File: config.mk
export PLATFORM = sky130hd
export DESIGN_NAME = ts_cc_monitor
export DESIGN_NICKNAME = d
export VERILOG_FILES = /design/src/rtl/ts_cc_monitor.sv
export SDC_FILE = /design/constraint.sdc
export NUM_CORES = 1
export LEC_CHECK = 0
export BUFFER_PORTS_ARGS = -buffer_cell sky130_fd_sc_hd__buf_2
export CAP_MARGIN = 20
export CORE_MARGIN = 5
export CORE_UTILIZATION = 45
export DETAILED_ROUTE_END_ITERATION = 7
export PLACE_DENSITY = 0.68
export SLEW_MARGIN = 10
export SYNTH_ARGS = -nofsm -noshare
export SYNTH_HDL_FRONTEND = slang
export SYNTH_SLANG_ARGS = --single-unit
File: constraint.sdc
create_clock -name clk -period 2.8 [get_ports clk]
set_input_delay 0.56 -clock clk [delete_from_list [all_inputs] [get_ports clk]]
set_output_delay 0.56 -clock clk [all_outputs]
set_load 0.05 [all_outputs]
File: src/rtl/ts_cc_monitor.sv
// TS header parser and continuity-counter monitor: extracts TEI/PID/AFC/CC from
// each aligned packet, checks CC continuity per PID and counts QoS errors.
module ts_cc_monitor #(
  parameter int NUM_PIDS = 8,
  parameter int PKT_LEN  = 188,
  parameter int CNT_W    = 16
) (
  input  logic             clk,
  input  logic             rst,
  input  logic [7:0]       byte_in,
  input  logic             byte_valid,
  input  logic             pkt_start,
  output logic             hdr_valid,
  output logic [12:0]      hdr_pid,
  output logic [3:0]       hdr_cc,
  output logic [1:0]       hdr_afc,
  output logic             cc_err,
  output logic             tei_err,
  output logic             len_err,
  output logic             table_full,
  output logic [CNT_W-1:0] cc_err_cnt,
  output logic [CNT_W-1:0] tei_err_cnt
);

  localparam int IDX_W = (NUM_PIDS > 1) ? $clog2(NUM_PIDS) : 1;
  localparam int POS_W = $clog2(PKT_LEN);
  localparam logic [12:0] NULL_PID = 13'h1FFF;
  localparam logic [POS_W-1:0] LAST_POS = POS_W'(PKT_LEN - 1);

  typedef enum logic [2:0] {
    S_IDLE = 3'd0,
    S_H1   = 3'd1,
    S_H2   = 3'd2,
    S_H3   = 3'd3,
    S_PAY  = 3'd4
  } state_t;

  state_t           state_q;
  logic [POS_W-1:0] pos_q;
  logic             len_err_q;

  logic             h_tei_q;
  logic [4:0]       h_pid_hi_q;
  logic [7:0]       h_pid_lo_q;

  logic             fld_vld_q;
  logic             fld_tei_q;
  logic [12:0]      fld_pid_q;
  logic [1:0]       fld_afc_q;
  logic [3:0]       fld_cc_q;

  // Parser: header bytes are held until H3 so the fields update atomically.
  always_ff @(posedge clk) begin
    if (rst) begin
      state_q    <= S_IDLE;
      pos_q      <= '0;
      len_err_q  <= 1'b0;
      h_tei_q    <= 1'b0;
      h_pid_hi_q <= '0;
      h_pid_lo_q <= '0;
      fld_vld_q  <= 1'b0;
      fld_tei_q  <= 1'b0;
      fld_pid_q  <= '0;
      fld_afc_q  <= '0;
      fld_cc_q   <= '0;
    end else begin
      fld_vld_q <= 1'b0;
      len_err_q <= 1'b0;
      if (byte_valid) begin
        if (pkt_start) begin
          len_err_q <= (state_q != S_IDLE);
          state_q   <= S_H1;
          pos_q     <= POS_W'(1);
        end else begin
          case (state_q)
            S_IDLE: begin
              state_q <= S_IDLE;
            end
            S_H1: begin
              h_tei_q    <= byte_in[7];
              h_pid_hi_q <= byte_in[4:0];
              state_q    <= S_H2;
              pos_q      <= pos_q + POS_W'(1);
            end
            S_H2: begin
              h_pid_lo_q <= byte_in;
              state_q    <= S_H3;
              pos_q      <= pos_q + POS_W'(1);
            end
            S_H3: begin
              fld_vld_q <= 1'b1;
              fld_tei_q <= h_tei_q;
              fld_pid_q <= {h_pid_hi_q, h_pid_lo_q};
              fld_afc_q <= byte_in[5:4];
              fld_cc_q  <= byte_in[3:0];
              state_q   <= S_PAY;
              pos_q     <= pos_q + POS_W'(1);
            end
            S_PAY: begin
              if (pos_q == LAST_POS) begin
                state_q <= S_IDLE;
                pos_q   <= '0;
              end else begin
                pos_q <= pos_q + POS_W'(1);
              end
            end
            default: begin
              state_q <= S_IDLE;
              pos_q   <= '0;
            end
          endcase
        end
      end
    end
  end

  logic [NUM_PIDS-1:0] tab_vld_q;
  logic [12:0]         tab_pid_q [NUM_PIDS];
  logic [3:0]          tab_cc_q  [NUM_PIDS];

  logic [NUM_PIDS-1:0] match_vec;
  logic [NUM_PIDS-1:0] free_vec;

  generate
    for (genvar gi = 0; gi < NUM_PIDS; gi++) begin : g_cmp
      assign match_vec[gi] = tab_vld_q[gi] && (tab_pid_q[gi] == fld_pid_q);
      assign free_vec[gi]  = !tab_vld_q[gi];
    end
  endgenerate

  logic [IDX_W-1:0] hit_idx_d;
  logic [IDX_W-1:0] free_idx_d;

  // Descending scan so the lowest matching / free index wins.
  always_comb begin
    hit_idx_d  = '0;
    free_idx_d = '0;
    for (int i = NUM_PIDS - 1; i >= 0; i--) begin
      if (match_vec[i]) hit_idx_d = IDX_W'(i);
      if (free_vec[i])  free_idx_d = IDX_W'(i);
    end
  end

  logic             lk_vld_q;
  logic             lk_hit_q;
  logic             lk_free_q;
  logic [IDX_W-1:0] lk_hit_idx_q;
  logic [IDX_W-1:0] lk_free_idx_q;
  logic [3:0]       lk_last_cc_q;

  always_ff @(posedge clk) begin
    if (rst) begin
      lk_vld_q      <= 1'b0;
      lk_hit_q      <= 1'b0;
      lk_free_q     <= 1'b0;
      lk_hit_idx_q  <= '0;
      lk_free_idx_q <= '0;
      lk_last_cc_q  <= '0;
    end else begin
      lk_vld_q      <= fld_vld_q;
      lk_hit_q      <= |match_vec;
      lk_free_q     <= |free_vec;
      lk_hit_idx_q  <= hit_idx_d;
      lk_free_idx_q <= free_idx_d;
      lk_last_cc_q  <= tab_cc_q[hit_idx_d];
    end
  end

  logic             is_null;
  logic             cc_ok;
  logic             cc_err_d;
  logic             tei_err_d;
  logic             full_d;
  logic             wr_en_d;
  logic [IDX_W-1:0] wr_idx_d;

  assign is_null = (fld_pid_q == NULL_PID);

  always_comb begin
    cc_ok     = 1'b1;
    cc_err_d  = 1'b0;
    tei_err_d = lk_vld_q && fld_tei_q;
    full_d    = table_full;
    wr_en_d   = 1'b0;
    wr_idx_d  = '0;
    if (fld_afc_q[0]) begin
      // Payload present: increment expected, repeat tolerated as a duplicate.
      cc_ok = (fld_cc_q == lk_last_cc_q) || (fld_cc_q == 4'(lk_last_cc_q + 4'd1));
    end else begin
      cc_ok = (fld_cc_q == lk_last_cc_q);
    end
    if (lk_vld_q && !is_null) begin
      if (lk_hit_q) begin
        cc_err_d = !cc_ok;
        wr_en_d  = 1'b1;
        wr_idx_d = lk_hit_idx_q;
      end else if (lk_free_q) begin
        wr_en_d  = 1'b1;
        wr_idx_d = lk_free_idx_q;
      end else begin
        full_d = 1'b1;
      end
    end
  end

  logic             hdr_valid_q;
  logic [12:0]      hdr_pid_q;
  logic [3:0]       hdr_cc_q;
  logic [1:0]       hdr_afc_q;
  logic             cc_err_q;
  logic             tei_err_q;
  logic             table_full_q;
  logic [CNT_W-1:0] cc_err_cnt_q;
  logic [CNT_W-1:0] tei_err_cnt_q;

  always_ff @(posedge clk) begin
    if (rst) begin
      hdr_valid_q   <= 1'b0;
      hdr_pid_q     <= '0;
      hdr_cc_q      <= '0;
      hdr_afc_q     <= '0;
      cc_err_q      <= 1'b0;
      tei_err_q     <= 1'b0;
      table_full_q  <= 1'b0;
      cc_err_cnt_q  <= '0;
      tei_err_cnt_q <= '0;
      tab_vld_q     <= '0;
    end else begin
      hdr_valid_q  <= lk_vld_q;
      cc_err_q     <= cc_err_d;
      tei_err_q    <= tei_err_d;
      table_full_q <= full_d;
      if (lk_vld_q) begin
        hdr_pid_q <= fld_pid_q;
        hdr_cc_q  <= fld_cc_q;
        hdr_afc_q <= fld_afc_q;
      end
      if (cc_err_d && (cc_err_cnt_q != '1)) cc_err_cnt_q <= cc_err_cnt_q + CNT_W'(1);
      if (tei_err_d && (tei_err_cnt_q != '1)) tei_err_cnt_q <= tei_err_cnt_q + CNT_W'(1);
      if (wr_en_d) tab_vld_q[wr_idx_d] <= 1'b1;
    end
  end

  // Table payload needs no reset: entries are qualified by tab_vld_q.
  always_ff @(posedge clk) begin
    if (wr_en_d) begin
      tab_pid_q[wr_idx_d] <= fld_pid_q;
      tab_cc_q[wr_idx_d]  <= fld_cc_q;
    end
  end

  assign hdr_valid   = hdr_valid_q;
  assign hdr_pid     = hdr_pid_q;
  assign hdr_cc      = hdr_cc_q;
  assign hdr_afc     = hdr_afc_q;
  assign cc_err      = cc_err_q;
  assign tei_err     = tei_err_q;
  assign len_err     = len_err_q;
  assign table_full  = table_full_q;
  assign cc_err_cnt  = cc_err_cnt_q;
  assign tei_err_cnt = tei_err_cnt_q;

endmodule

==> impl_metrics.json <==
{
  "yosys.cell_types.count": 52,
  "die-area_um2": 27320,
  "setup_viol": 0,
  "fin_ws_ns": 0.08878,
  "use_met1_pct": 23.91,
  "cts_root_buf": "clkbuf_16",
  "wl_mm": 23.16,
  "cp_max_fo": 18,
  "drv_slew": 0,
  "rsz0062_at_grt": "no",
  "drive_gt1_share_pct": 17.36,
  "power.leakage_nw": 4.664,
  "worst_clock_skew_ns": 0.02415,
  "grt_pass1_wl_mm": 37.34,
  "min_from": "byte_in[6]",
  "fin_area_um2": 12720,
  "num_vias": 6986,
  "ant_nets": 0,
  "insertion_delay_ns": 0.55,
  "cp_slowest_stage_delay_ns": 0.47,
  "synth_area_um2": 10850,
  "start_kind": "register",
  "cts_tree": "done",
  "crit_slowest_cell": "nor4_2",
  "hp-class": "input pin to register",
  "yosys_most_used_dff": "edfxtp_1",
  "wl_per_cell_um": 17.16,
  "core_area_um2": 23610,
  "setup.worst_path.start": "fld_pid_q[4]",
  "antenna_found_initial": 1,
  "drv_cap": 0,
  "regToRegStartpoint": "fld_pid_q[4]",
  "dr.pass1.iters": 5,
  "gp_congestion": 0.8481,
  "rr_endpoint": "lk_last_cc_q[2]",
  "die-width_um": 165.3,
  "fin_crit_ns": 2.711,
  "place_area_um2": 11820,
  "viasPerCell": 5.175,
  "start_util_pct": 45.95,
  "cts_hold_buf": 0,
  "async_reset_ff_share_pct": 0,
  "yosys.area.top_type": "edfxtp_1",
  "synth-seq-cells": 259,
  "fin_tns_setup_ns": 0,
  "top_usage_layer": "met2",
  "hold_viol": 0,
  "rr_worst_depth": 10,
  "grt_max_degree": 44,
  "p_per_area_nw_per_um2": 588.3,
  "yosysSeqAreaShare_pct": 60.33,
  "route.detailed.drc": 0,
  "cp-end-kind": "register",
  "dpl.hpwl_mm": 15.12,
  "avgSynthCellArea_um2": 11.96,
  "whs_ns": 0.2572,
  "rrSetupSlack_ns": 0.09,
  "synth_top_area_share_pct": 37.64,
  "ios": 68,
  "clock_path_buffers": 3,
  "synth_cells": 907,
  "hold_end": "h_pid_lo_q[6]",
  "status": "finished clean",
  "numCtsBuffers": 27,
  "peakVddDrop_uv": 460.7,
  "ys_top_cells_by_area": "edfxtp_1 (38%), dfxtp_1 (23%), xnor2_1 (6.7%)",
  "drt_iter0_markers": 569,
  "synth-edff-count": 136,
  "pre_cts_ws_ns": 0.003456,
  "overflow": 0,
  "period_share_pct": 96.83,
  "rows": 56,
  "maxSlewHeadroom_pct": 60.45,
  "critPathArrivalTime_ns": 3.13,
  "antenna_cells": 0,
  "grt_pass1_vias": 6986,
  "holdPathStages": 3,
  "cts.sinks": 259,
  "clock.fmax_mhz": 368.8,
  "track_usage_pct": 17.11,
  "worstMarginPinSlew_ns": 0.5911,
  "final_nets": 1026,
  "use_met3_pct": 3.028,
  "gr-usage-met2_pct": 28.06,
  "crit_required_ns": 3.22,
  "die_y_um": 165.3,
  "h-tree-depth": 1,
  "port_buffers": 67,
  "synthToLayoutAreaGrowth_pct": 17.22,
  "synth_warnings": 0,
  "syn_nets": 923,
  "path_clk_slew_ns": 0.06,
  "crit_type": "register to register",
  "crit_chain": "buf_12 -> xnor2_1 -> nand4_1 -> nor4_2 -> nor3_1 -> a211oi_4 -> buf_12 -> mux2i_1 -> mux2i_1 -> a21o_1"
}
-- layout by cell type, fill, tap and decap left out, drive strengths merged, types with 9 or more instances in the layout --
cell,count
edfxtp,136
dfxtp,123
nor2,117
buf,110
xnor2,91
nand2,75
mux2i,55
xor2,54
nand4,47
clkbuf,30
a21oi,29
nor4,21
nand3,19
nor2b,12
clkinv,12
and3,9
nor3,9
-- through the flow --
step	power (W)	utilization (%)	cells
floorplan	0.004099	-	907
global placement	0.004133	50.04	1299
detailed placement	0.004134	50.04	1299
CTS	0.007551	53.77	1349
global route	0.007752	53.86	1350
finish	0.007482	53.86	1350
-- synth_stat cells (4+ instances only) --
library cell and number:
o21ai_0 6, and4_1 8, edfxtp_1 136, mux2i_1 55, buf_1 4, a21o_1 5, nand3_1 19, xnor2_2 8
and3_1 9, nor2b_1 12, a21oi_1 29, buf_6 11, o22ai_1 4, nor4_1 17, dfxtp_1 123, nand2b_1 5
nor2_1 117, inv_1 6, nor3_1 8, nand2_1 75, nand4_1 45, clkbuf_1 18, ha_1 4, xor2_1 54
xnor2_1 83
-- repair_timing --
item,in CTS,in global routing
setup endpoints to repair,7,8
setup buffers,0,1
hold endpoints to repair,0,0
gates resized for setup,3,2
cloned,0,0
pin swaps,0,0
-- per-layer routing --
layer / wire length, um / vias to the layer above / share of wire [%]
met3: 1123 / 35 / 4.8
met1: 10700 / 3373 / 46
met4: 380 / 2 / 1.6
met2: 10950 / 145 / 47
li1: - / 3431 / -
met5: 7 / - / 0.030
-- sequential cells by signal, summed over array words and instances (netlist names), 3 cells and up --
| name | flops |
|---|---|
| lk_free_idx_q | 3 |
| state_q | 3 |
| hdr_pid | 13 |
| hdr_cc | 4 |
| tab_vld_q | 8 |
| cc_err_cnt | 16 |
| lk_last_cc_q | 4 |
| h_pid_lo_q | 8 |
| fld_cc_q | 4 |
| pos_q | 8 |
| tei_err_cnt | 16 |
| lk_hit_idx_q | 3 |
| tab_pid_q | 104 |
| fld_pid_q | 13 |
| h_pid_hi_q | 5 |
| tab_cc_q | 32 |
-- critical path, delay by kind of cell, from the launching register on --
kind                   cells  cell delay [ns]
AO/OA/AOI/OAI              2             0.51
multiplexers               2             0.33
flip-flops                 1             0.38
AND/OR/NAND/NOR            3             0.84
buffers and inverters      2             0.39
XOR/XNOR                   1             0.13
-- cell families (layout without fill, tap and decap cells) --
logic type,count (synthesis),in the layout,share of synthesized area [%]
buf+inv,42,166,2.387
fa+ha+maj,4,4,0.4613
compound gates,63,63,3.817
mux,55,55,5.074
simple gates,339,339,15.67
flops,259,259,60.33
xor+xnor,145,145,12.26
-- worst max-delay path by stage --
stage	end	cells after the start	slack (ns)
floorplan	lk_last_cc_q[1]	10	0.29
global placement	cc_err_cnt[8]	9	0.006
detailed placement	cc_err_cnt[8]	9	0.003
CTS	lk_last_cc_q[2]	10	0.07
global route	lk_last_cc_q[3]	10	0.0002
finish	lk_last_cc_q[2]	10	0.09
-- report_power, final --
part           total (W)  internal (W)  switching [W]
registers        0.00397       0.00396     0.00000708
clock network    0.00343       0.00193        0.00150
logic          0.0000823     0.0000244      0.0000579
-- final cells by class --
class / count / area, um2
flip-flops and latches: 259 / 6546
clock buffers: 30 / 706.9
repair buffers: 110 / 810.8
clock inverters: 20 / 155.1
well taps: 319 / 399.1
fillers: 2067 / 10890
multi-input cells: 606 / 4078
inverters: 6 / 22.52
(Power assumes the default switching activity.)
